## src/rtl/gf180mcu_fd_sc_mcu7t5v0__endcap_pwrseq.sv

```systemverilog
// Row-end power-switch sequencer: enables NROWS header switches one row at a time and reports
// power-good once the chain acknowledges. Optional ack timeout: GF180MCU_FD_SC_MCU7T5V0__ENDCAP_PWRSEQ_TIMEOUT_EN.
module gf180mcu_fd_sc_mcu7t5v0__endcap_pwrseq #(
    parameter int NROWS   = 8,
    parameter int DLY_W   = 4,
    parameter int ACK_TMO = 255
) (
`ifdef USE_POWER_PINS
    inout  wire              VDD,
    inout  wire              VSS,
`endif
    input  logic             CLK,
    input  logic             RN,
    input  logic             PWR_REQ,
    input  logic [DLY_W-1:0] DLY,
    input  logic             SW_ACK,
    output logic [NROWS-1:0] SW_EN,
    output logic             PWR_GOOD,
    output logic             BUSY,
    output logic             ERR
);

    localparam int STG_W = $clog2(NROWS + 1);
    localparam logic [STG_W-1:0] STG_ONE  = STG_W'(32'd1);
    localparam logic [STG_W-1:0] STG_LAST = STG_W'(NROWS - 1);
    localparam logic [STG_W-1:0] STG_FULL = STG_W'(NROWS);
    localparam logic [DLY_W-1:0] DLY_ONE  = DLY_W'(32'd1);
    localparam logic [DLY_W-1:0] DLY_ZERO = {DLY_W{1'b0}};

    generate
        if (NROWS < 2 || ACK_TMO < 1) begin : g_param_check
            $error("endcap_pwrseq: NROWS must be >= 2 and ACK_TMO >= 1");
        end
    endgenerate

    typedef enum logic [2:0] {
        ST_OFF      = 3'd0,
        ST_RAMP_UP  = 3'd1,
        ST_WAIT_ACK = 3'd2,
        ST_ON       = 3'd3,
        ST_RAMP_DN  = 3'd4
    } state_t;

    state_t             state_r, state_nxt_s;
    logic [STG_W-1:0]   stage_r, stage_nxt_s;
    logic [DLY_W-1:0]   dly_cnt_r, dly_cnt_nxt_s;
    logic [NROWS-1:0]   sw_en_r;
    logic               pwr_good_r, good_nxt_s;
    logic               busy_r, busy_nxt_s;
    logic [1:0]         ack_sync_r;
    logic               ack_s;
    logic               step_s;
    logic               tmo_hit_s;
    logic               lock_s;

    function automatic logic [NROWS-1:0] therm(input logic [STG_W-1:0] n);
        logic [NROWS-1:0] t;
        t = {NROWS{1'b0}};
        for (int i = 0; i < NROWS; i++) begin
            t[i] = (i < int'(n));
        end
        return t;
    endfunction

    assign ack_s  = ack_sync_r[1];
    assign step_s = (dly_cnt_r == DLY_ZERO);

    // Two-flop synchroniser for the analog acknowledge
    always_ff @(posedge CLK or negedge RN) begin
        if (!RN) begin
            ack_sync_r <= 2'b00;
        end else begin
            ack_sync_r <= {ack_sync_r[0], SW_ACK};
        end
    end

    // Next-state and next-output logic; the stage count is the number of rows switched on
    always_comb begin
        state_nxt_s   = state_r;
        stage_nxt_s   = stage_r;
        dly_cnt_nxt_s = dly_cnt_r;
        good_nxt_s    = pwr_good_r;
        busy_nxt_s    = busy_r;
        case (state_r)
            ST_OFF: begin
                good_nxt_s = 1'b0;
                if (PWR_REQ && !lock_s) begin
                    state_nxt_s   = ST_RAMP_UP;
                    stage_nxt_s   = STG_ONE;
                    dly_cnt_nxt_s = DLY;
                    busy_nxt_s    = 1'b1;
                end else begin
                    busy_nxt_s    = 1'b0;
                end
            end
            ST_RAMP_UP: begin
                if (!PWR_REQ) begin
                    state_nxt_s   = ST_RAMP_DN;
                    dly_cnt_nxt_s = DLY;
                end else if (step_s) begin
                    stage_nxt_s   = stage_r + STG_ONE;
                    dly_cnt_nxt_s = DLY;
                    if (stage_r == STG_LAST) begin
                        state_nxt_s = ST_WAIT_ACK;
                    end else begin
                        state_nxt_s = ST_RAMP_UP;
                    end
                end else begin
                    dly_cnt_nxt_s = dly_cnt_r - DLY_ONE;
                end
            end
            ST_WAIT_ACK: begin
                if (!PWR_REQ) begin
                    state_nxt_s   = ST_RAMP_DN;
                    dly_cnt_nxt_s = DLY;
                end else if (ack_s) begin
                    state_nxt_s   = ST_ON;
                    good_nxt_s    = 1'b1;
                    busy_nxt_s    = 1'b0;
                end else if (tmo_hit_s) begin
                    state_nxt_s   = ST_RAMP_DN;
                    dly_cnt_nxt_s = DLY;
                end else begin
                    state_nxt_s   = ST_WAIT_ACK;
                end
            end
            ST_ON: begin
                if (!PWR_REQ) begin
                    state_nxt_s   = ST_RAMP_DN;
                    dly_cnt_nxt_s = DLY;
                    good_nxt_s    = 1'b0;
                    busy_nxt_s    = 1'b1;
                end else if (!ack_s) begin
                    state_nxt_s   = ST_WAIT_ACK;
                    good_nxt_s    = 1'b0;
                    busy_nxt_s    = 1'b1;
                end else begin
                    state_nxt_s   = ST_ON;
                end
            end
            ST_RAMP_DN: begin
                // A reversal with every row still on goes straight back to waiting for ack
                if (PWR_REQ && !lock_s) begin
                    dly_cnt_nxt_s = DLY;
                    if (stage_r == STG_FULL) begin
                        state_nxt_s = ST_WAIT_ACK;
                    end else begin
                        state_nxt_s = ST_RAMP_UP;
                    end
                end else if (step_s) begin
                    stage_nxt_s   = stage_r - STG_ONE;
                    dly_cnt_nxt_s = DLY;
                    if (stage_r == STG_ONE) begin
                        state_nxt_s = ST_OFF;
                        busy_nxt_s  = 1'b0;
                    end else begin
                        state_nxt_s = ST_RAMP_DN;
                    end
                end else begin
                    dly_cnt_nxt_s = dly_cnt_r - DLY_ONE;
                end
            end
            default: begin
                state_nxt_s   = ST_OFF;
                stage_nxt_s   = {STG_W{1'b0}};
                dly_cnt_nxt_s = DLY_ZERO;
                good_nxt_s    = 1'b0;
                busy_nxt_s    = 1'b0;
            end
        endcase
    end

    // State, counters and registered outputs
    always_ff @(posedge CLK or negedge RN) begin
        if (!RN) begin
            state_r    <= ST_OFF;
            stage_r    <= {STG_W{1'b0}};
            dly_cnt_r  <= DLY_ZERO;
            sw_en_r    <= {NROWS{1'b0}};
            pwr_good_r <= 1'b0;
            busy_r     <= 1'b0;
        end else begin
            state_r    <= state_nxt_s;
            stage_r    <= stage_nxt_s;
            dly_cnt_r  <= dly_cnt_nxt_s;
            sw_en_r    <= therm(stage_nxt_s);
            pwr_good_r <= good_nxt_s;
            busy_r     <= busy_nxt_s;
        end
    end

`ifdef GF180MCU_FD_SC_MCU7T5V0__ENDCAP_PWRSEQ_TIMEOUT_EN
    localparam int TMO_W = $clog2(ACK_TMO + 1);
    localparam logic [TMO_W-1:0] TMO_LAST = TMO_W'(ACK_TMO - 1);
    localparam logic [TMO_W-1:0] TMO_ONE  = TMO_W'(32'd1);

    logic [TMO_W-1:0] tmo_cnt_r;
    logic             err_r;
    logic             lock_r;

    assign tmo_hit_s = (state_r == ST_WAIT_ACK) && PWR_REQ && !ack_s && (tmo_cnt_r == TMO_LAST);
    assign lock_s    = lock_r;
    assign ERR       = err_r;

    // Ack timeout: counts only while staying in WAIT_ACK; lockout holds OFF until the request drops
    always_ff @(posedge CLK or negedge RN) begin
        if (!RN) begin
            tmo_cnt_r <= {TMO_W{1'b0}};
            err_r     <= 1'b0;
            lock_r    <= 1'b0;
        end else begin
            if (state_r == ST_WAIT_ACK && state_nxt_s == ST_WAIT_ACK) begin
                tmo_cnt_r <= tmo_cnt_r + TMO_ONE;
            end else begin
                tmo_cnt_r <= {TMO_W{1'b0}};
            end
            if (tmo_hit_s) begin
                err_r <= 1'b1;
            end else if (state_r == ST_OFF && state_nxt_s == ST_RAMP_UP) begin
                err_r <= 1'b0;
            end else begin
                err_r <= err_r;
            end
            if (tmo_hit_s) begin
                lock_r <= 1'b1;
            end else if (!PWR_REQ) begin
                lock_r <= 1'b0;
            end else begin
                lock_r <= lock_r;
            end
        end
    end
`else
    assign tmo_hit_s = 1'b0;
    assign lock_s    = 1'b0;
    assign ERR       = 1'b0;
`endif

    assign SW_EN    = sw_en_r;
    assign PWR_GOOD = pwr_good_r;
    assign BUSY     = busy_r;

endmodule

```

## config.mk

```make
export PLATFORM = sky130hd
export DESIGN_NAME = gf180mcu_fd_sc_mcu7t5v0__endcap_pwrseq
export DESIGN_NICKNAME = d
export VERILOG_FILES = /design/src/rtl/gf180mcu_fd_sc_mcu7t5v0__endcap_pwrseq.sv
export SDC_FILE = /design/constraint.sdc
export NUM_CORES = 1
export LEC_CHECK = 0
export ABC_CLOCK_PERIOD_IN_PS = 2500
export BUFFER_PORTS_ARGS = -buffer_cell sky130_fd_sc_hd__buf_2
export CAP_MARGIN = 20
export CORE_UTILIZATION = 56
export CTS_CLUSTER_DIAMETER = 40
export DETAILED_ROUTE_END_ITERATION = 16
export PLACE_DENSITY = 0.86
export RECOVER_POWER = 25
export SYNTH_ARGS = -nofsm -noshare
export SYNTH_HDL_FRONTEND = slang
export SYNTH_SLANG_ARGS = --single-unit
```

## constraint.sdc

```tcl
create_clock -name CLK -period 2.5 [get_ports CLK]
set_clock_uncertainty 0.15 [all_clocks]
set_input_delay 0.5 -clock CLK [delete_from_list [all_inputs] [get_ports CLK]]
set_output_delay 0.5 -clock CLK [all_outputs]
set_load 0.005 [all_outputs]
```

==> summary.md, run 1 <==
| Metric | Value |
|---|---|
| Peak VDD IR | `0.776 mV` |
| Worst-margin pin slew | `1.22 ns` |
| Initial Util | `61.8%` |
| Final hold viol count | `0` |
| Launch instance of the worst register-to-register path | `dly_cnt_r[1]` |
| Power Density | `931 nW/um^2` |
| DR DRC count | `0` |
| Capture endpoint of the worst hold path | `ack_sync_r[0]` |
| Peak Freq | `413 MHz` |
| Clock-pin slew on the worst setup and hold paths | `0.13 ns` |
| Total Nets Final | `198` |
| Sink count of the clock tree | `22` |
| TritonCTS clock tree | `yes` |
| Count of mapped cells out of synthesis | `166` |
| Yosys warnings | `0` |
| Synthesized-area fraction occupied by xor and xnor cells | `1.23%` |
| Min setup slack post-route | `0.0813 ns` |
| Lkg Pwr | `0.752 nW` |
| Max-capacitance violation count | `0` |
| DR pass1 iterations | `7` |
| Area growth from synthesis to final layout | `15.2%` |
| Largest fanout of any net on the critical path | `8` |
| Fill cell total of the finished layout | `159` |
| Clock latency of the later-clocked register in the worst-skew pair | `0.32 ns` |
| Post-synthesis instance area | `1420 sq um` |
| Via count normalized by instance count | `6.48` |
| Final critical path time including I/O delays and setup | `2.42 ns` |
| Setup crit end kind | `flop` |
| CTS Buffer Depth | `2` |
| Required time of the critical path | `2.60 ns` |
| Antenna violations before repair | `0` |
| Number of nets with antenna violations after routing | `0` |
| Complex-gate fraction of the synthesized area | `23.5%` |
| GRT overflow | `0` |
| Post-DR wirelength/cell | `17.5 microns` |
| Register-to-register setup slack | `0.08 ns` |
| Via count of the first global-routing pass | `1,249` |
| Slowest stage cell, crit path | `sky130_fd_sc_hd__or4_4` |
| Hold/Removal Path Class | `primary input to flop` |
| Most frequent standard cell in the layout excluding fill and tap cells | `sky130_fd_sc_hd__dfrtp_1` |
| Total Die Area | `2740 sq um` |
| Main combinational cell family by area after synthesis | `compound AO/OA/AOI/OAI gates` |
| Post-Route WL | `3700 microns` |
| Hold Crit Start | `SW_ACK` |
| Ratio of final minimum period to clock period | `96.7%` |
| End of the worst register-to-register path | `SW_EN[2]` |
| Total I/O pin count | `19` |
| Register bit count reported by yosys | `22` |
| TNS Setup | `0 ns` |
| DIE WIDTH | `52.3 microns` |
| Portion of netlist area occupied by mux cells | `1.50%` |
| Total number of vias | `1,373` |
| Pins over their slew limit | `0` |
| Chain of cells forming the critical path | `inv_1, ha_2, or3b_4, or4_4, a31oi_4, a21oi_4, o211ai_1` |
| Depth of the CTS H-tree | `1` |
| Global router's overall resource usage | `27.5%` |
| Fraction of the yosys area taken by sequential cells | `38.8%` |
| Number of distinct library cell variants in the gate-level netlist after synthesis | `50` |
| Final Setup Violations | `0` |
| Setup repair after global routing missed its margin | `no` |
| Wire length of the first global-routing pass | `5560 microns` |
| Setup slack after placement | `0.101 ns` |
| Adder-cell share of the synthesized area | `4.41%` |
| Run status | `finished clean` |
| Final standard cell utilization of the core | `71.1%` |
| Standard-cell rows | `17` |
| Arr. time, crit path | `2.52 ns` |
| Layout cells sized above 1 | `20.7%` |
| Placed cells | `206` |
| Kind of start point of the critical path | `flop` |
| Violation count after the first detailed-routing iteration | `94` |
| Worst slew margin | `18.4%` |
| Simple-Gate Fraction of Synth Area | `23.1%` |
| Longest individual stage delay on the worst path | `0.57 ns` |
| CTS buffer count | `3` |
| Fin cells | `212` |
| Category of the most critical setup path | `flop to flop` |
| Largest net degree at the start of global routing | `23` |
| Root Driver | `sky130_fd_sc_hd__clkbuf_4` |
| Number of antenna cells inserted | `0` |
| Post-Synthesis Net Count | `179` |
| Cells on worst reg2reg path | `7` |
| Leading cell types in the layout, fill and taps excluded | `sky130_fd_sc_hd__dfrtp_1, sky130_fd_sc_hd__nand2_1, sky130_fd_sc_hd__buf_2, sky130_fd_sc_hd__o21ai_0` |
| Final HPWL from detailed placement | `2430 microns` |
| Buffers on Ports | `17` |
| Last weighted congestion value of the routability-driven placer | `0.833` |
| Average cell area after synthesis | `8.55 sq um` |
| Hold-critical path depth | `1` |
| Chip height | `52.3 microns` |
| Core region area | `2300 sq um` |
| Worst hold margin | `0.125 ns` |
==> state kept, by name, indices dropped and copies added (netlist names) <==
signal,flops
BUSY,1
PWR_GOOD,1
SW_EN,7
ack_sync_r,2
dly_cnt_r,4
stage_r,4
state_r,3
==> power breakdown <==
part,switching [W],leakage [nW],total [W],internal (W)
clock network,0.000119,0.0279,0.000282,0.000162
registers,0.000121,0.278,0.000575,0.000453
logic,0.000373,0.446,0.000665,0.000292
total,0.000613,0.752,0.00152,0.000908
==> synth_stat cells, drive strengths merged <==
cell type	instances	area (sq um)
a31oi	3	18.8
a32oi	1	8.76
a211o	1	8.76
or4	1	7.51
or4b	1	10.0
nor2	13	48.8
xor2	1	8.76
nor3b	5	53.8
nor4bb	1	10.0
and3	1	6.26
mux2	1	11.3
nor4b	2	17.5
a21boi	2	15.0
mux2i	1	10.0
o22ai	2	12.5
and2	1	6.26
nand3	6	30.0
a22oi	1	7.51
nor2b	3	18.8
o2111a	1	11.3
nand2b	2	12.5
dfrtp	22	551
nor4	1	6.26
o32ai	1	16.3
or3b	1	11.3
nor3	2	10.0
buf	5	33.8
clkbuf	7	27.5
conb	1	3.75
o21ai	15	75.1
a211oi	1	7.51
inv	11	41.3
nand2	17	63.8
o2bb2ai	1	8.76
a21oi	14	73.8
o41ai	1	8.76
o31ai	3	22.5
nand3b	2	15.0
ha	5	62.6
o21a	1	7.51
o211ai	3	22.5
xnor2	1	8.76
o21bai	1	7.51
==> metal layers <==
layer  global-route usage, %  part of all wire, %  vias up
met4                    11.0                  2.9        0
met1                    34.9                   40      657
met3                    4.93                  8.1       16
met2                    46.0                   49       73
li1                        -                    -      627
met5                       0                    0        -
==> final cells by class <==
cell class / count / area (sq um) / area share, %
multi-input cells: 121 / 801 / 49.0
flip-flops and latches: 22 / 551 / 33.7
repair buffers: 26 / 154 / 9.42
inverters: 11 / 41.3 / 2.53
well taps: 28 / 35.0 / 2.14
clock inverters: 1 / 30.0 / 1.84
clock buffers: 3 / 22.5 / 1.38
==> how the worst max path moves through the flow <==
stage	from	to	slack, ns	cells past startpoint
after floorplan	dly_cnt_r[0]	SW_EN[2]	0.30	7
after global placement	dly_cnt_r[0]	SW_EN[2]	0.22	7
after detailed placement	dly_cnt_r[0]	SW_EN[5]	0.10	7
after CTS	dly_cnt_r[0]	SW_EN[5]	0.06	7
after global routing	dly_cnt_r[1]	SW_EN[5]	0.02	7
final	dly_cnt_r[1]	SW_EN[2]	0.08	7
==> critical path: cells and delay by family (launching register included) <==
kind                       cells  cell delay, ns
and+or+nand+nor                2            0.99
AOI/OAI and AO/OA              3            0.43
adders and majority gates      1            0.23
buffers and inverters          1            0.11
DFF                            1            0.44
==> through the flow <==
stage | cell area [sq um] | power [W]
3_3_place_gp | 1530 | 0.00114
2_1_floorplan | 1420 | 0.000989
5_1_grt | 1630 | 0.00161
6_report | 1630 | 0.00152
4_1_cts | 1590 | 0.00147
3_5_place_dp | 1530 | 0.00119
==> repair_timing <==
| action | in CTS | in global routing |
|---|---|---|
| setup buffers | 0 | 1 |
| hold buffers | 1 | 0 |
| gates resized for setup | 0 | 6 |
| hold endpoints to repair | 22 | 0 |
| setup endpoints to repair | 0 | 6 |
==> logic make-up after synthesis <==
family / count (synthesis)
AND/OR/NAND/NOR: 59
AO/OA/AOI/OAI: 52
buffers and inverters: 23
flip-flops: 22
adder cells (fa/ha/maj): 5
XOR/XNOR: 2
multiplexers: 2
other: 1
(Power assumes the default switching activity.)
==> run 2: changes to the inputs <==
- CORE_UTILIZATION: 56 -> 50
- PLACE_DENSITY: 0.86 -> 0.82
==> summary.md, run 2 (same netlist as run 1, synthesis figures left out) <==
| Metric | Value |
|---|---|
| Wire length of the first global-routing pass | `5250 microns (-5.6%)` |
| Fin cells | `213 (+0.47%)` |
| Area growth from synthesis to final layout | `13.3%` |
| Total Die Area | `3050 sq um (+12%)` |
| Number of nets with antenna violations after routing | `0 (unchanged)` |
| Final hold viol count | `0 (unchanged)` |
| TritonCTS clock tree | `yes` |
| Leading cell types in the layout, fill and taps excluded | `sky130_fd_sc_hd__dfrtp_1, sky130_fd_sc_hd__nand2_1, sky130_fd_sc_hd__buf_2, sky130_fd_sc_hd__o21ai_0` |
| Final critical path time including I/O delays and setup | `2.39 ns (-0.0293 ns)` |
| Category of the most critical setup path | `flop to flop` |
| Worst-margin pin slew | `1.21 ns (-0.0179 ns)` |
| Chain of cells forming the critical path | `inv_1, ha_2, or3b_4, or4_1, a31oi_1, a21oi_2, o211ai_1` |
| Standard-cell rows | `18 (+1)` |
| Clock-pin slew on the worst setup and hold paths | `0.13 ns (about the same)` |
| Hold/Removal Path Class | `primary input to flop` |
| GRT overflow | `0 (unchanged)` |
| Largest net degree at the start of global routing | `23 (unchanged)` |
| Sink count of the clock tree | `22 (unchanged)` |
| Initial Util | `55.3% (-6.5 points)` |
| Max reg flops | `7 (unchanged)` |
| Depth of the CTS H-tree | `1 (unchanged)` |
| TNS Setup | `0 ns (unchanged)` |
| Peak Freq | `419 MHz (+1.2%)` |
| Final HPWL from detailed placement | `2210 microns (-9.1%)` |
| Final standard cell utilization of the core | `62.6% (-8.5 points)` |
| DR pass1 iterations | `4 (-3)` |
| Run status | `finished clean` |
| Ratio of final minimum period to clock period | `95.6% (-1.2 points)` |
| Placed cells | `208 (+0.97%)` |
| Required time of the critical path | `2.59 ns (about the same)` |
| Arr. time, crit path | `2.48 ns (-0.04 ns)` |
| CTS Buffer Depth | `2 (unchanged)` |
| Fill cell total of the finished layout | `225 (+42%)` |
| Number of antenna cells inserted | `0 (unchanged)` |
| Chip height | `55.3 microns (+5.6%)` |
| Longest individual stage delay on the worst path | `0.52 ns (-0.05 ns)` |
| Peak VDD IR | `0.649 mV (-16%)` |
| Worst slew margin | `19.6% (+1.2 points)` |
| Lkg Pwr | `0.742 nW (-1.3%)` |
| Buffers on Ports | `17 (unchanged)` |
| Layout cells sized above 1 | `19.7% (-0.98 points)` |
| Largest fanout of any net on the critical path | `8 (unchanged)` |
| Multi-input logic area | `779 sq um (-2.7%)` |
| Final Setup Violations | `0 (unchanged)` |
| Area occupied by registers | `551 sq um (unchanged)` |
| CTS buffer count | `3 (unchanged)` |
| Violation count after the first detailed-routing iteration | `85 (-9.6%)` |
| Final design area excluding fillers | `1610 sq um (-1.6%)` |
| Global router's overall resource usage | `20.9% (-6.6 points)` |
| Total I/O pin count | `19 (unchanged)` |
| Slowest stage cell, crit path | `sky130_fd_sc_hd__or4_1` |
| Power Density | `915 nW/um^2 (-1.7%)` |
| DR DRC count | `0 (unchanged)` |
| Pins over their slew limit | `0 (unchanged)` |
| Root Driver | `sky130_fd_sc_hd__clkbuf_4` |
| Top Family by Delay on Critical Path | `simple AND/OR/NAND/NOR gates` |
| Antenna violations before repair | `0 (unchanged)` |
| Core region area | `2570 sq um (+12%)` |
| Max-capacitance violation count | `0 (unchanged)` |
| Total Nets Final | `197 (-0.51%)` |
| Post-DR wirelength/cell | `14.6 microns (-16%)` |
| Via count normalized by instance count | `6.01 (-7.2%)` |
| Placement Cell Area | `1530 sq um (+0.16%)` |
| Total number of vias | `1,280 (-6.8%)` |
| DIE WIDTH | `55.3 microns (+5.6%)` |
| Count of buffering cells on the critical path with inverters included | `1 (unchanged)` |
| Most frequent standard cell in the layout excluding fill and tap cells | `sky130_fd_sc_hd__dfrtp_1` |
| Last weighted congestion value of the routability-driven placer | `0.821 (-1.5%)` |
| Post-Route WL | `3120 microns (-16%)` |
| Setup crit end kind | `flop` |
| Kind of start point of the critical path | `flop` |
| Via count of the first global-routing pass | `1,198 (-4.1%)` |
| Clock latency of the later-clocked register in the worst-skew pair | `0.31 ns (about the same)` |
-- run 2: layout make-up --
cell class | instances | area share (%)
tap | 30 | 2.33
clock inverter | 1 | 1.87
clock buffer | 3 | 1.40
sequential | 22 | 34.2
multi-input combinational | 121 | 48.5
timing repair buffer | 25 | 9.11
inverter | 11 | 2.57
-- run 2: final timing paths --
kind,slack (ns),from,to,cells past startpoint
worst max-delay path,0.11,dly_cnt_r[0],SW_EN[2],7
worst min-delay path,0.14,SW_ACK,ack_sync_r[0],1
worst max register to register,0.11,dly_cnt_r[0],SW_EN[2],7
worst min register to register,0.21,ack_sync_r[0],ack_sync_r[1],0
max in group asynchronous,0.70,RN,stage_r[2],2
min in group asynchronous,0.79,RN,dly_cnt_r[3],2
-- run 2: metal layers --
metal / global-route usage, % / part of all wire, % / up-vias
met3: 3.28 / 4.8 / 9
met1: 28.1 / 45 / 602
met2: 34.1 / 49 / 46
li1: - / - / 623
met5: 0 / 0 / -
met4: 7.86 / 1.8 / 0
-- run 2: timing repair --
item                       4_1_cts  5_1_grt
hold buffers                     1        0
setup endpoints to repair        0        7
resized for setup                0        3
setup buffers                    0        0
hold endpoints to repair        13        0
-- run 2: through the flow --
stage	setup WS [ns]	power [W]	hold slack [ns]
final	0.111	0.00147	0.137
after floorplan	0.303	0.000989	0.0544
after detailed placement	0.158	0.00118	0.186
after global placement	0.213	0.00115	0.183
after CTS	0.113	0.00146	0.127
after global routing	-0.00914	0.00158	0.122
-- run 2: report_power, final --
| part | leakage [nW] | internal, W | switching [W] |
|---|---|---|---|
| clock network | 0.0279 | 0.000162 | 0.000114 |
| logic | 0.436 | 0.000281 | 0.000342 |
| registers | 0.278 | 0.000453 | 0.000120 |
==> run 3: changes to the inputs <==
- BUFFER_PORTS_ARGS: -buffer_cell sky130_fd_sc_hd__buf_2 -> not set
- DONT_BUFFER_PORTS: not set -> 1
- PLACE_DENSITY: 0.82 -> 0.76
==> summary.md, run 3 (same netlist as run 1, synthesis figures left out) <==
| Metric | Value |
|---|---|
| Chip height | `55.3 microns (unchanged)` |
| Peak Freq | `425 MHz (+1.4%)` |
| GRT overflow | `0 (unchanged)` |
| Pins over their slew limit | `0 (unchanged)` |
| Kind of start point of the critical path | `flop` |
| Total I/O pin count | `19 (unchanged)` |
| Clk pwr share | `19.0% (+0.3 points)` |
| Sink count of the clock tree | `22 (unchanged)` |
| Post-Route WL | `3180 microns (+1.9%)` |
| Via count normalized by instance count | `6.32 (+5.2%)` |
| Part of the power in registers | `41.8% (+2.9 points)` |
| Clock-pin slew on the worst setup and hold paths | `0.12 ns (about the same)` |
| Via count of the first global-routing pass | `1,125 (-6.1%)` |
| Placed cells | `188 (-9.6%)` |
| Worst setup startpoint | `dly_cnt_r[0]` |
| Root Driver | `sky130_fd_sc_hd__clkbuf_4` |
| Global router's overall resource usage | `21.2% (+0.31 points)` |
| Hold Crit Start | `SW_ACK` |
| Power Density | `943 nW/um^2 (+3.0%)` |
| Depth of the CTS H-tree | `1 (unchanged)` |
| Last weighted congestion value of the routability-driven placer | `0.862 (+5.0%)` |
| Standard-cell rows | `18 (unchanged)` |
| Setup crit end kind | `flop` |
| Run status | `finished clean` |
| Lkg Pwr | `0.663 nW (-11%)` |
| Total Die Area | `3050 sq um (unchanged)` |
| Final HPWL from detailed placement | `2200 microns (-0.31%)` |
| Fill cell total of the finished layout | `221 (-1.8%)` |
| Final standard cell utilization of the core | `59.4% (-3.3 points)` |
| Largest fanout of any net on the critical path | `6 (-2)` |
| Final hold viol count | `0 (unchanged)` |
| Hold/Removal Path Class | `primary input to flop` |
| Leading cell types in the layout, fill and taps excluded | `sky130_fd_sc_hd__dfrtp_1, sky130_fd_sc_hd__nand2_1, sky130_fd_sc_hd__o21ai_0, sky130_fd_sc_hd__nor2_1, sky130_fd_sc_hd__a21oi_1` |
| Multi-input logic area | `791 sq um (+1.4%)` |
| Launch instance of the worst register-to-register path | `dly_cnt_r[0]` |
| Total Nets Final | `179 (-9.1%)` |
| Net Sw Power | `0.000569 W (-1.2%)` |
| Required time of the critical path | `2.52 ns (-0.07 ns)` |
| Final Setup Violations | `0 (unchanged)` |
| Switching Fraction | `39.6% (+0.50 points)` |
| Area growth from synthesis to final layout | `7.41%` |
| Worst slew margin | `49.3% (+30 points)` |
| Max-capacitance violation count | `0 (unchanged)` |
| TritonCTS clock tree | `yes` |
| Area occupied by registers | `551 sq um (unchanged)` |
| Largest net degree at the start of global routing | `23 (unchanged)` |
| Post-DR wirelength/cell | `16.3 microns (+11%)` |
| Layout cells sized above 1 | `10.9% (-8.8 points)` |
| Design internal power | `0.000867 W (-3.2%)` |
| CTS Buffer Depth | `2 (unchanged)` |
| Share of power burned in combinational logic | `39.1% (-3.2 points)` |
| Fin cells | `195 (-8.5%)` |
| Most frequent standard cell in the layout excluding fill and tap cells | `sky130_fd_sc_hd__dfrtp_1` |
| Core region area | `2570 sq um (unchanged)` |
| Number of antenna cells inserted | `0 (unchanged)` |
| Worst-margin pin slew | `0.761 ns (-0.445 ns)` |
| DR pass1 iterations | `4 (unchanged)` |
| Peak VDD IR | `0.555 mV (-14%)` |
| Number of nets with antenna violations after routing | `0 (unchanged)` |
| Category of the most critical setup path | `flop to flop` |
| Max reg flops | `7 (unchanged)` |
| Buffers on Ports | `0 (-17)` |
| Antenna violations before repair | `0 (unchanged)` |
| Final critical path time including I/O delays and setup | `2.36 ns (-0.0339 ns)` |
| Initial Util | `55.3% (unchanged)` |
| Setup repair after global routing missed its margin | `no` |
| CTS buffer count | `3 (unchanged)` |
| TNS Setup | `0 ns (unchanged)` |
| Wire length of the first global-routing pass | `5240 microns (-0.25%)` |
| Clock latency of the later-clocked register in the worst-skew pair | `0.31 ns (about the same)` |
| Violation count after the first detailed-routing iteration | `41 (-52%)` |
| Total number of vias | `1,233 (-3.7%)` |
| Ratio of final minimum period to clock period | `94.2% (-1.4 points)` |
| Arr. time, crit path | `2.38 ns (-0.10 ns)` |
| DR DRC count | `0 (unchanged)` |
| DIE WIDTH | `55.3 microns (unchanged)` |
==> run 3: cell count changes in the layout (fill, tap and decap cells not counted), sizes merged <==
cell	before	now
buf	23	5
==> run 3: layer usage <==
metal	vias to the layer above	track usage, %	part of all wire (%)
met3	5	3.98	4.5
li1	593	-	-
met5	-	0	0
met4	0	8.57	1.2
met1	597	28.6	43
met2	38	33.7	51
==> run 3: worst max-delay path: stages (launching register included) <==
cell	delay [ns]
sky130_fd_sc_hd__dfrtp_1	0.43
sky130_fd_sc_hd__inv_1	0.13
sky130_fd_sc_hd__ha_4	0.18
sky130_fd_sc_hd__or3b_4	0.39
sky130_fd_sc_hd__o21ai_0	0.19
sky130_fd_sc_hd__o2111a_1	0.28
sky130_fd_sc_hd__inv_1	0.08
sky130_fd_sc_hd__a211oi_1	0.25
sky130_fd_sc_hd__nand3_1	0.13
==> run 3: area by class of cell <==
| cell class | count | area share (%) |
|---|---|---|
| Multi-Input combinational cell | 121 | 51.9 |
| Sequential cell | 22 | 36.1 |
| Timing Repair Buffer | 7 | 3.37 |
| Inverter | 11 | 2.71 |
| Tap cell | 30 | 2.46 |
| Clock inverter | 1 | 1.97 |
| Clock buffer | 3 | 1.48 |
==> run 3: what timing repair did <==
item | 4_1_cts | 5_1_grt
setup endpoints to repair | 0 | 8
resized for setup | 0 | 4
hold buffers | 1 | 0
setup buffers | 0 | 1
endpoints found under the hold margin | 22 | 0
==> run 3: final timing paths <==
kind | end | slack, ns | cells past startpoint
max | SW_EN[0] | 0.14 | 8
min | ack_sync_r[0] | 0.05 | 0
max reg2reg | SW_EN[0] | 0.14 | 8
min reg2reg | ack_sync_r[1] | 0.21 | 0
max in group asynchronous | SW_EN[3] | 0.81 | 2
min in group asynchronous | dly_cnt_r[3] | 0.38 | 1
==> run 3: power groups by stage <==
stage                     clock network [W]  registers (W)  logic [W]
final                              0.000273       0.000601   0.000562
after global routing               0.000297       0.000616   0.000624
after CTS                          0.000282       0.000593   0.000530
after detailed placement                  0       0.000601   0.000521
after global placement                    0       0.000594   0.000491
after floorplan                           0       0.000531   0.000457
==> run 3: per-stage QoR <==
step | setup WS [ns] | area, sq um | hold WS, ns | power (W)
finish | 0.144 | 1520 | 0.0523 | 0.00144
global route | 0.00681 | 1520 | 0.0213 | 0.00154
CTS | 0.0821 | 1490 | 0.0399 | 0.00141
detailed placement | 0.110 | 1430 | 0.0550 | 0.00112
global placement | 0.197 | 1430 | 0.0549 | 0.00109
floorplan | 0.303 | 1420 | 0.0544 | 0.000989
